**config.mk**
```make
export PLATFORM = sky130hd
export DESIGN_NAME = lattice_sched
export DESIGN_NICKNAME = d
export VERILOG_FILES = /design/src/rtl/lattice_sched.sv
export SDC_FILE = /design/constraint.sdc
export NUM_CORES = 1
export LEC_CHECK = 0
export CORE_MARGIN = 2
export CORE_UTILIZATION = 50
export DETAILED_ROUTE_END_ITERATION = 8
export PLACE_DENSITY = 0.83
export SLEW_MARGIN = 25
export SYNTH_ARGS = -nofsm -noshare
export SYNTH_HDL_FRONTEND = slang
export SYNTH_SLANG_ARGS = --single-unit
```
**constraint.sdc**
```tcl
create_clock -name clk -period 3.48 [get_ports clk]
set_clock_uncertainty 0.1 [all_clocks]
set_input_delay 0.696 -clock clk [delete_from_list [all_inputs] [get_ports clk]]
set_output_delay 0.696 -clock clk [all_outputs]
set_load 0.005 [all_outputs]
```
**src/rtl/lattice_sched.sv**
```systemverilog
`default_nettype none
// ============================================================================
// Module      : lattice_sched
// Description : Backward-induction sequencer for the binomial-lattice American
//               put pricer. Each lattice level is issued as node pairs read from
//               one ping-pong bank. Results are written to the other bank through
//               a fixed-latency delay line. A level starts only after the
//               previous level has been fully written.
// Revision    : 1.0 - initial release
// ============================================================================
module lattice_sched #(
  parameter int N_STEPS  = 64,
  parameter int ADDR_W   = 7,
  parameter int PIPE_LAT = 14
) (
  input  logic              clk,
  input  logic              nrst,
  input  logic              start,
  output logic              rd_en,
  output logic              rd_bank,
  output logic [ADDR_W-1:0] rd_addr_dn,
  output logic [ADDR_W-1:0] rd_addr_up,
  output logic [ADDR_W-1:0] vex_level,
  output logic [ADDR_W-1:0] vex_node,
  output logic              wr_en,
  output logic              wr_bank,
  output logic [ADDR_W-1:0] wr_addr,
  output logic              busy,
  output logic              done,
  output logic              root_bank
);

  typedef enum logic [1:0] {
    ST_IDLE  = 2'd0,
    ST_ISSUE = 2'd1,
    ST_DRAIN = 2'd2,
    ST_DONE  = 2'd3
  } state_t;

  localparam logic [ADDR_W-1:0] TOP_LEVEL = ADDR_W'(N_STEPS - 1);
  localparam logic [ADDR_W-1:0] ONE       = ADDR_W'(1);
  localparam logic              ROOT_BANK = logic'(N_STEPS % 2);

  state_t              state_q, state_d;
  logic [ADDR_W-1:0]   level_q, level_d;
  logic [ADDR_W-1:0]   j_q, j_d;
  logic                bank_q, bank_d;
  logic                rd_en_q, rd_en_d;
  logic                busy_q, busy_d;
  logic                done_q, done_d;

  // Delay line mirrors the RAM-read + evaluation pipeline; entry 0 is the
  // youngest issue, entry PIPE_LAT-1 drives the RAM write port.
  logic [PIPE_LAT-1:0] dl_vld_q, dl_vld_d;
  logic [PIPE_LAT-1:0] dl_bank_q, dl_bank_d;
  logic [ADDR_W-1:0]   dl_addr_q [PIPE_LAT];
  logic [ADDR_W-1:0]   dl_addr_d [PIPE_LAT];

  logic                wr_last;

  // The final write of a level always carries j == level, and writes of a
  // level arrive in issue order, so this marks the level as fully committed.
  assign wr_last = dl_vld_q[PIPE_LAT-1] && (dl_addr_q[PIPE_LAT-1] == level_q);

  // Next-state and next-output logic of the induction sequencer.
  always_comb begin
    state_d = state_q;
    level_d = level_q;
    j_d     = j_q;
    bank_d  = bank_q;
    rd_en_d = 1'b0;
    busy_d  = busy_q;
    done_d  = 1'b0;
    case (state_q)
      ST_IDLE: begin
        if (start) begin
          state_d = ST_ISSUE;
          level_d = TOP_LEVEL;
          j_d     = '0;
          bank_d  = 1'b0;
          rd_en_d = 1'b1;
          busy_d  = 1'b1;
        end
      end
      ST_ISSUE: begin
        if (j_q == level_q) begin
          state_d = ST_DRAIN;
        end else begin
          j_d     = j_q + ONE;
          rd_en_d = 1'b1;
        end
      end
      ST_DRAIN: begin
        // Holding issue until the whole level is written avoids any RAW
        // hazard on the bank that the next level reads.
        if (wr_last) begin
          if (level_q == '0) begin
            state_d = ST_DONE;
            done_d  = 1'b1;
          end else begin
            state_d = ST_ISSUE;
            level_d = level_q - ONE;
            j_d     = '0;
            bank_d  = ~bank_q;
            rd_en_d = 1'b1;
          end
        end
      end
      ST_DONE: begin
        state_d = ST_IDLE;
        busy_d  = 1'b0;
      end
      default: state_d = ST_IDLE;
    endcase
  end

  // Sequencer state and registered control outputs.
  always_ff @(posedge clk or negedge nrst) begin
    if (!nrst) begin
      state_q <= ST_IDLE;
      level_q <= '0;
      j_q     <= '0;
      bank_q  <= 1'b0;
      rd_en_q <= 1'b0;
      busy_q  <= 1'b0;
      done_q  <= 1'b0;
    end else begin
      state_q <= state_d;
      level_q <= level_d;
      j_q     <= j_d;
      bank_q  <= bank_d;
      rd_en_q <= rd_en_d;
      busy_q  <= busy_d;
      done_q  <= done_d;
    end
  end

  // Shift the write descriptor one stage per cycle, loading it at issue.
  always_comb begin
    dl_vld_d     = dl_vld_q;
    dl_bank_d    = dl_bank_q;
    dl_vld_d[0]  = rd_en_q;
    dl_bank_d[0] = rd_en_q & ~bank_q;
    dl_addr_d[0] = rd_en_q ? j_q : '0;
    for (int i = 1; i < PIPE_LAT; i++) begin
      dl_vld_d[i]  = dl_vld_q[i-1];
      dl_bank_d[i] = dl_bank_q[i-1];
      dl_addr_d[i] = dl_addr_q[i-1];
    end
  end

  // Write-descriptor delay line; reset discards every in-flight write.
  always_ff @(posedge clk or negedge nrst) begin
    if (!nrst) begin
      dl_vld_q  <= '0;
      dl_bank_q <= '0;
      for (int i = 0; i < PIPE_LAT; i++) begin
        dl_addr_q[i] <= '0;
      end
    end else begin
      dl_vld_q  <= dl_vld_d;
      dl_bank_q <= dl_bank_d;
      for (int i = 0; i < PIPE_LAT; i++) begin
        dl_addr_q[i] <= dl_addr_d[i];
      end
    end
  end

  // Read-side fields are held at zero whenever no node is being issued.
  assign rd_en      = rd_en_q;
  assign rd_bank    = rd_en_q & bank_q;
  assign rd_addr_dn = rd_en_q ? j_q : '0;
  assign rd_addr_up = rd_en_q ? (j_q + ONE) : '0;
  assign vex_level  = rd_en_q ? level_q : '0;
  assign vex_node   = rd_en_q ? j_q : '0;

  assign wr_en      = dl_vld_q[PIPE_LAT-1];
  assign wr_bank    = dl_bank_q[PIPE_LAT-1];
  assign wr_addr    = dl_addr_q[PIPE_LAT-1];

  assign busy       = busy_q;
  assign done       = done_q;
  assign root_bank  = ROOT_BANK;

endmodule
`default_nettype wire

```
======== Word-level counts from Yosys, hierarchy flattened ========
Cells that the tools add are included.
cells by class
  add/sub/neg operators ................... 2
  equal/unequal tests ..................... 10
  muxes and demuxes ....................... 31
  bitwise gates (word level) .............. 3
  reduce and logical (&&, ||, !) cells .... 10
operators by type and width
  operator                                                            count
  7-bit two-way mux                                                   10
  7-bit case mux with 3 select lines                                  1
  7-bit == test                                                       2
  7-bit case mux with 2 select lines                                  1
  1-bit two-way mux                                                   11
  2-bit != test, second input constant                                5
  2-bit two-way mux                                                   4
  2-bit case mux with 4 select lines                                  1
  7-bit by 1-bit adder with 7-bit output, second input constant       1
  7-bit zero test                                                     1
  7-bit by 1-bit subtractor with 7-bit output, second input constant  1
  5-bit AND reduction                                                 1
  2-bit == test, second input constant                                2
  1-bit case mux with 2 select lines                                  2
  4-bit AND reduction                                                 1
  2-bit nonzero test                                                  2
  1-bit case mux with 3 select lines                                  1
  3-bit AND reduction                                                 1
  3-bit nonzero test                                                  1
  1-bit bitwise AND                                                   2
  2-bit by 1-bit == test with 1-bit output, second input constant     1
  2-bit zero test                                                     1
  2-bit AND reduction                                                 1
  1-bit logical AND                                                   1
  1-bit NOT                                                           1
word-level totals
  register bits after elaboration ......... 146
  input port bits ......................... 3
  output and inout port bits .............. 42
  word-level logic and storage cells ...... 79

======== Longest topological paths before layout ========
  depth in word-level cells ............... 4
  depth in mapped cells ................... 9
  depth with buffers taken out ............ 7

======== Worst setup path after synthesis ========
OpenSTA, ideal clock, no wires.
  path type ............................... reg-to-reg
  from .................................... register level_q[0]
  to ...................................... register level_q[5]
  library setup time ...................... 0.123 ns
  arrival time ............................ 1.953 ns
  data required time ...................... 3.257 ns
  path slack .............................. 1.304 ns
  cell stages (with the launch flop) ...... 10
  buffers on the path ..................... 2
  clock period less this slack ............ 2.176 ns
  cells stage by stage .................... dfrtp_1 -> clkbuf_1 -> inv_1 -> ha_1 -> or3b_4 -> o41ai_2 -> nor3_1 -> or2_0 -> buf_6 -> o221a_1
on the way
  cells in the longest elaborated chain, start to end .. 4
  elaborated cells on any way between the ends .. 10
  classes of those cells .................. add/sub: 1; eq/ne: 3; mux: 3; reduce/logical: 3
ends and longest elaborated chain
  item                                                                                 RTL line  RTL
  start: declaration                                                                   45        logic [ADDR_W-1:0] level_q, level_d;
  start signal: assignment                                                             129       level_q <= level_d;
  7-bit by 1-bit subtractor with 7-bit output / 7-bit == test (equally long branches)  102, 63
  7-bit two-way mux / 1-bit logical AND (equally long branches)                        97, 63
  7-bit two-way mux / 2-bit != test (equally long branches)                            --
  7-bit case mux with 2 select lines / 4-bit AND reduction (equally long branches)     --
Several ways; a longest one is shown, not always the timed one. The select of a mux whose other input is x is not followed.
A chain may end at the register's enable or synchronous reset.

======== Worst setup path after layout ========
  from .................................... register j_q[0]
  to ...................................... output rd_addr_up[6]
on the way
  cells in the longest elaborated chain, start to end .. 2
ends and longest elaborated chain
  item                                    RTL line  RTL
  start: declaration                      46        logic [ADDR_W-1:0] j_q, j_d;
  start signal: assignment                130       j_q <= j_d;
  7-bit by 1-bit adder with 7-bit output  173       assign rd_addr_up = rd_en_q ? (j_q + ONE) : '0;
  7-bit two-way mux                       173
  end: declaration                        22        output logic [ADDR_W-1:0] rd_addr_up,
No other way between the ends.

==> metrics.txt <==
outcome finished clean; Yosys reg bits 146; Async SR Flop Fraction 1.00; period utilization 0.926; vias 2374; fillers roughly 630; CTS tree yes; initial antenna violation count 0; maximum number of pins on one net before global-route repair between 100 and 150; CTS resizes 0; CP Data Required Time 2.68 ns; Crit Path Category reg -> out; First DRT Iteration DRCs 145; drt drc 0; # H-tree levels 4; cell count after synthesis a little under 300; Synth Net Count 298; final WL approximately 7400 um; Top Ports 45; RD Place Congestion around 0.85; total gr overflow 0; M3 GR Usage 0.0541; HPWL Detailed 4580 um; M2 GR Usage 0.256; layout cells sized above 1 0.138; final hold viol count 0; antenna cell count 0; clock root buffer clkbuf_8; Nets 341; Leak 2.58 nW; Area Overhead vs Synth 22.3%; EDFF count, synth 0; worst skew pair latency 0.52 ns; setup tns final 0 ns; Die ar. ~0.01 sq mm; clock sinks around 150; CP Capture Type output port; hold_buf cts 0; Worst-path clk slew 0.06 ns; met1 global-route usage 0.214; synth unique cells 46; Slew Viols, Final 0; Worst Hold Class reg -> reg; Final Instance Area 0.00573 sq mm; Core Footprint 0.00915 sq mm; syn avg cell area roughly 16 sq um; Tot Pwr about 5.3 mW; Slew @ Worst Pin 0.570 ns; relative slew slack 0.620; Final setup viols 0; Clock Path Buffers 2; PortBufs 43; CTS Buf Count 17; Most used DFF post-synth dfrtp_1; Avg WL per Cell 16.2 um; setup bufs post-CTS 0; Final min period 3.22 ns; synthesized area 0.00468 sq mm; Detailed Routing Iterations Pass 1 4; Area after DPL approximately 0.0051 sq mm; sequential element share of the synthesized area 0.780; first-pass GRT wire length 12500 um; Yosys warning count 0; arrival time worst endpoint 2.43 ns; row cnt 35; max-cap violations 0; GRT Util Overall 0.168; unrepaired setup endpoints after global routing no; VDD IR max just under 0.0006 V; Power Dens Cells roughly 920 mW/mm^2; post-detailed-route count of antenna-violating nets 0; global routing's busiest layer met2; number of global-route vias before repair roughly 2600; Die Wd 101 um; crit start category flip-flop; Max Clock Freq slightly above 0.3 GHz; via density per instance roughly 5.2; Crit Path Max Fanout 6; Initial Utilization 0.512; Die Y 101 um
-- path summary, 6_finish.rpt --
path | slack, ns | end | from | depth (start not counted)
max in group asynchronous | 1.85 | j_q[3]$_DFFE_PN0P_ | nrst | 4
setup reg to reg | 0.88 | level_q[5]$_DFFE_PN0P_ | level_q[0]$_DFFE_PN0P_ | 8
min in group asynchronous | 0.51 | dl_addr_d[61]$_DFF_PN0_ | nrst | 2
setup / recovery | 0.26 | rd_addr_up[6] | j_q[0]$_DFFE_PN0P_ | 6
hold / removal | 0.25 | dl_addr_d[8]$_DFF_PN0_ | dl_addr_d[15]$_DFF_PN0_ | 0
hold reg to reg | 0.25 | dl_addr_d[8]$_DFF_PN0_ | dl_addr_d[15]$_DFF_PN0_ | 0
-- area by class of cell --
type                    instances  area [sq um]  share of cell area
repair buffers                 49           499              0.0871
clock inverters                15           164              0.0286
flip-flops and latches        146          3650               0.638
clock buffers                  17           414              0.0723
well taps                     111           139              0.0242
inverters                       5          18.8             0.00328
multi-input cells             117           841               0.147
-- worst max-delay path: stages, from the launching register on --
cell,delay (ns)
dfrtp_1,0.45
ha_1,0.25
and3_1,0.20
and3_1,0.19
nand2b_1,0.16
a21boi_1,0.13
clkdlybuf4s50_1,0.52
-- synthesized netlist by cell type, types with 2 or more instances --
library cell    n  area (sq um)
nand2_1         2          7.51
buf_6           2          22.5
and2_1         16           100
nor2_1          3          11.3
a21o_1          4          30.0
nor2b_1         3          18.8
buf_2           5          25.0
a31o_2          2          17.5
xnor2_1         8          70.1
a21boi_1        3          22.5
buf_4          15           113
nand2b_1       11          68.8
o22ai_1         2          12.5
a31oi_1         2          12.5
dfrtp_1       146          3650
clkbuf_1        3          11.3
nand4_1         3          18.8
o211a_1         2          20.0
xor2_1          7          61.3
nor3_1          7          35.0
a21oi_1         5          25.0
o2111ai_1       2          17.5
and3_1          5          31.3
inv_1           5          18.8
or3_1           2          12.5
ha_1            2          25.0
o21ai_0         2          10.0
nor3b_1         3          22.5
a21boi_0        2          15.0
mux2_2          3          33.8
-- flip-flops by register name, indices dropped and copies added (netlist names), 2 cells and up --
| name | count |
|---|---|
| j_q | 7 |
| state_q | 2 |
| dl_addr_d | 91 |
| level_q | 7 |
| wr_addr | 7 |
| dl_vld_q | 14 |
| dl_bank_q | 14 |
-- through the flow --
step	worst slack [ns]	hold slack (ns)	util	instances
detailed placement	0.832	0.235	0.559	426
finish	0.258	0.247	0.626	460
global route	0.0981	0.253	0.626	460
floorplan	1.30	0.231	-	293
CTS	0.247	0.217	0.622	458
global placement	0.857	0.231	0.559	426
-- placed cells by master, fill, tap and decap left out, types with 4 or more instances in the layout --
cell type / count
a21oi_1: 5
and2_1: 16
clkdlybuf4s50_1: 42
xor2_1: 7
nand2b_1: 11
inv_6: 6
and3_1: 5
clkbuf_16: 16
dfrtp_1: 146
a21o_1: 4
nor3_1: 7
buf_4: 4
xnor2_1: 8
inv_1: 5
inv_8: 5
-- where the power goes --
part	internal [mW]	switching (mW)	leakage, nW
combinational	0.530	0.336	0.542
sequential	2.35	0.339	1.76
clock	0.987	0.745	0.284
total	3.87	1.42	2.58
-- metal layers --
metal	vias to the layer above	wire length [um]
li1	1048	-
met1	1219	3220
met2	92	3660
met3	15	441
met4	0	125
met5	-	0
-- cells by family (layout without fill, tap and decap cells) --
kind of cell               after synthesis  after routing  synth area share
and+or+nand+nor                         63             63            0.0844
muxes                                    3              3           0.00721
xor gates and xnor gates                15             15            0.0280
DFF                                    146            146             0.780
buffers and inverters                   30             86            0.0406
AOI/OAI and AO/OA                       33             33            0.0537
other                                    1              1          0.000801
adders and majority gates                2              2           0.00534
(Power assumes the default switching activity.)
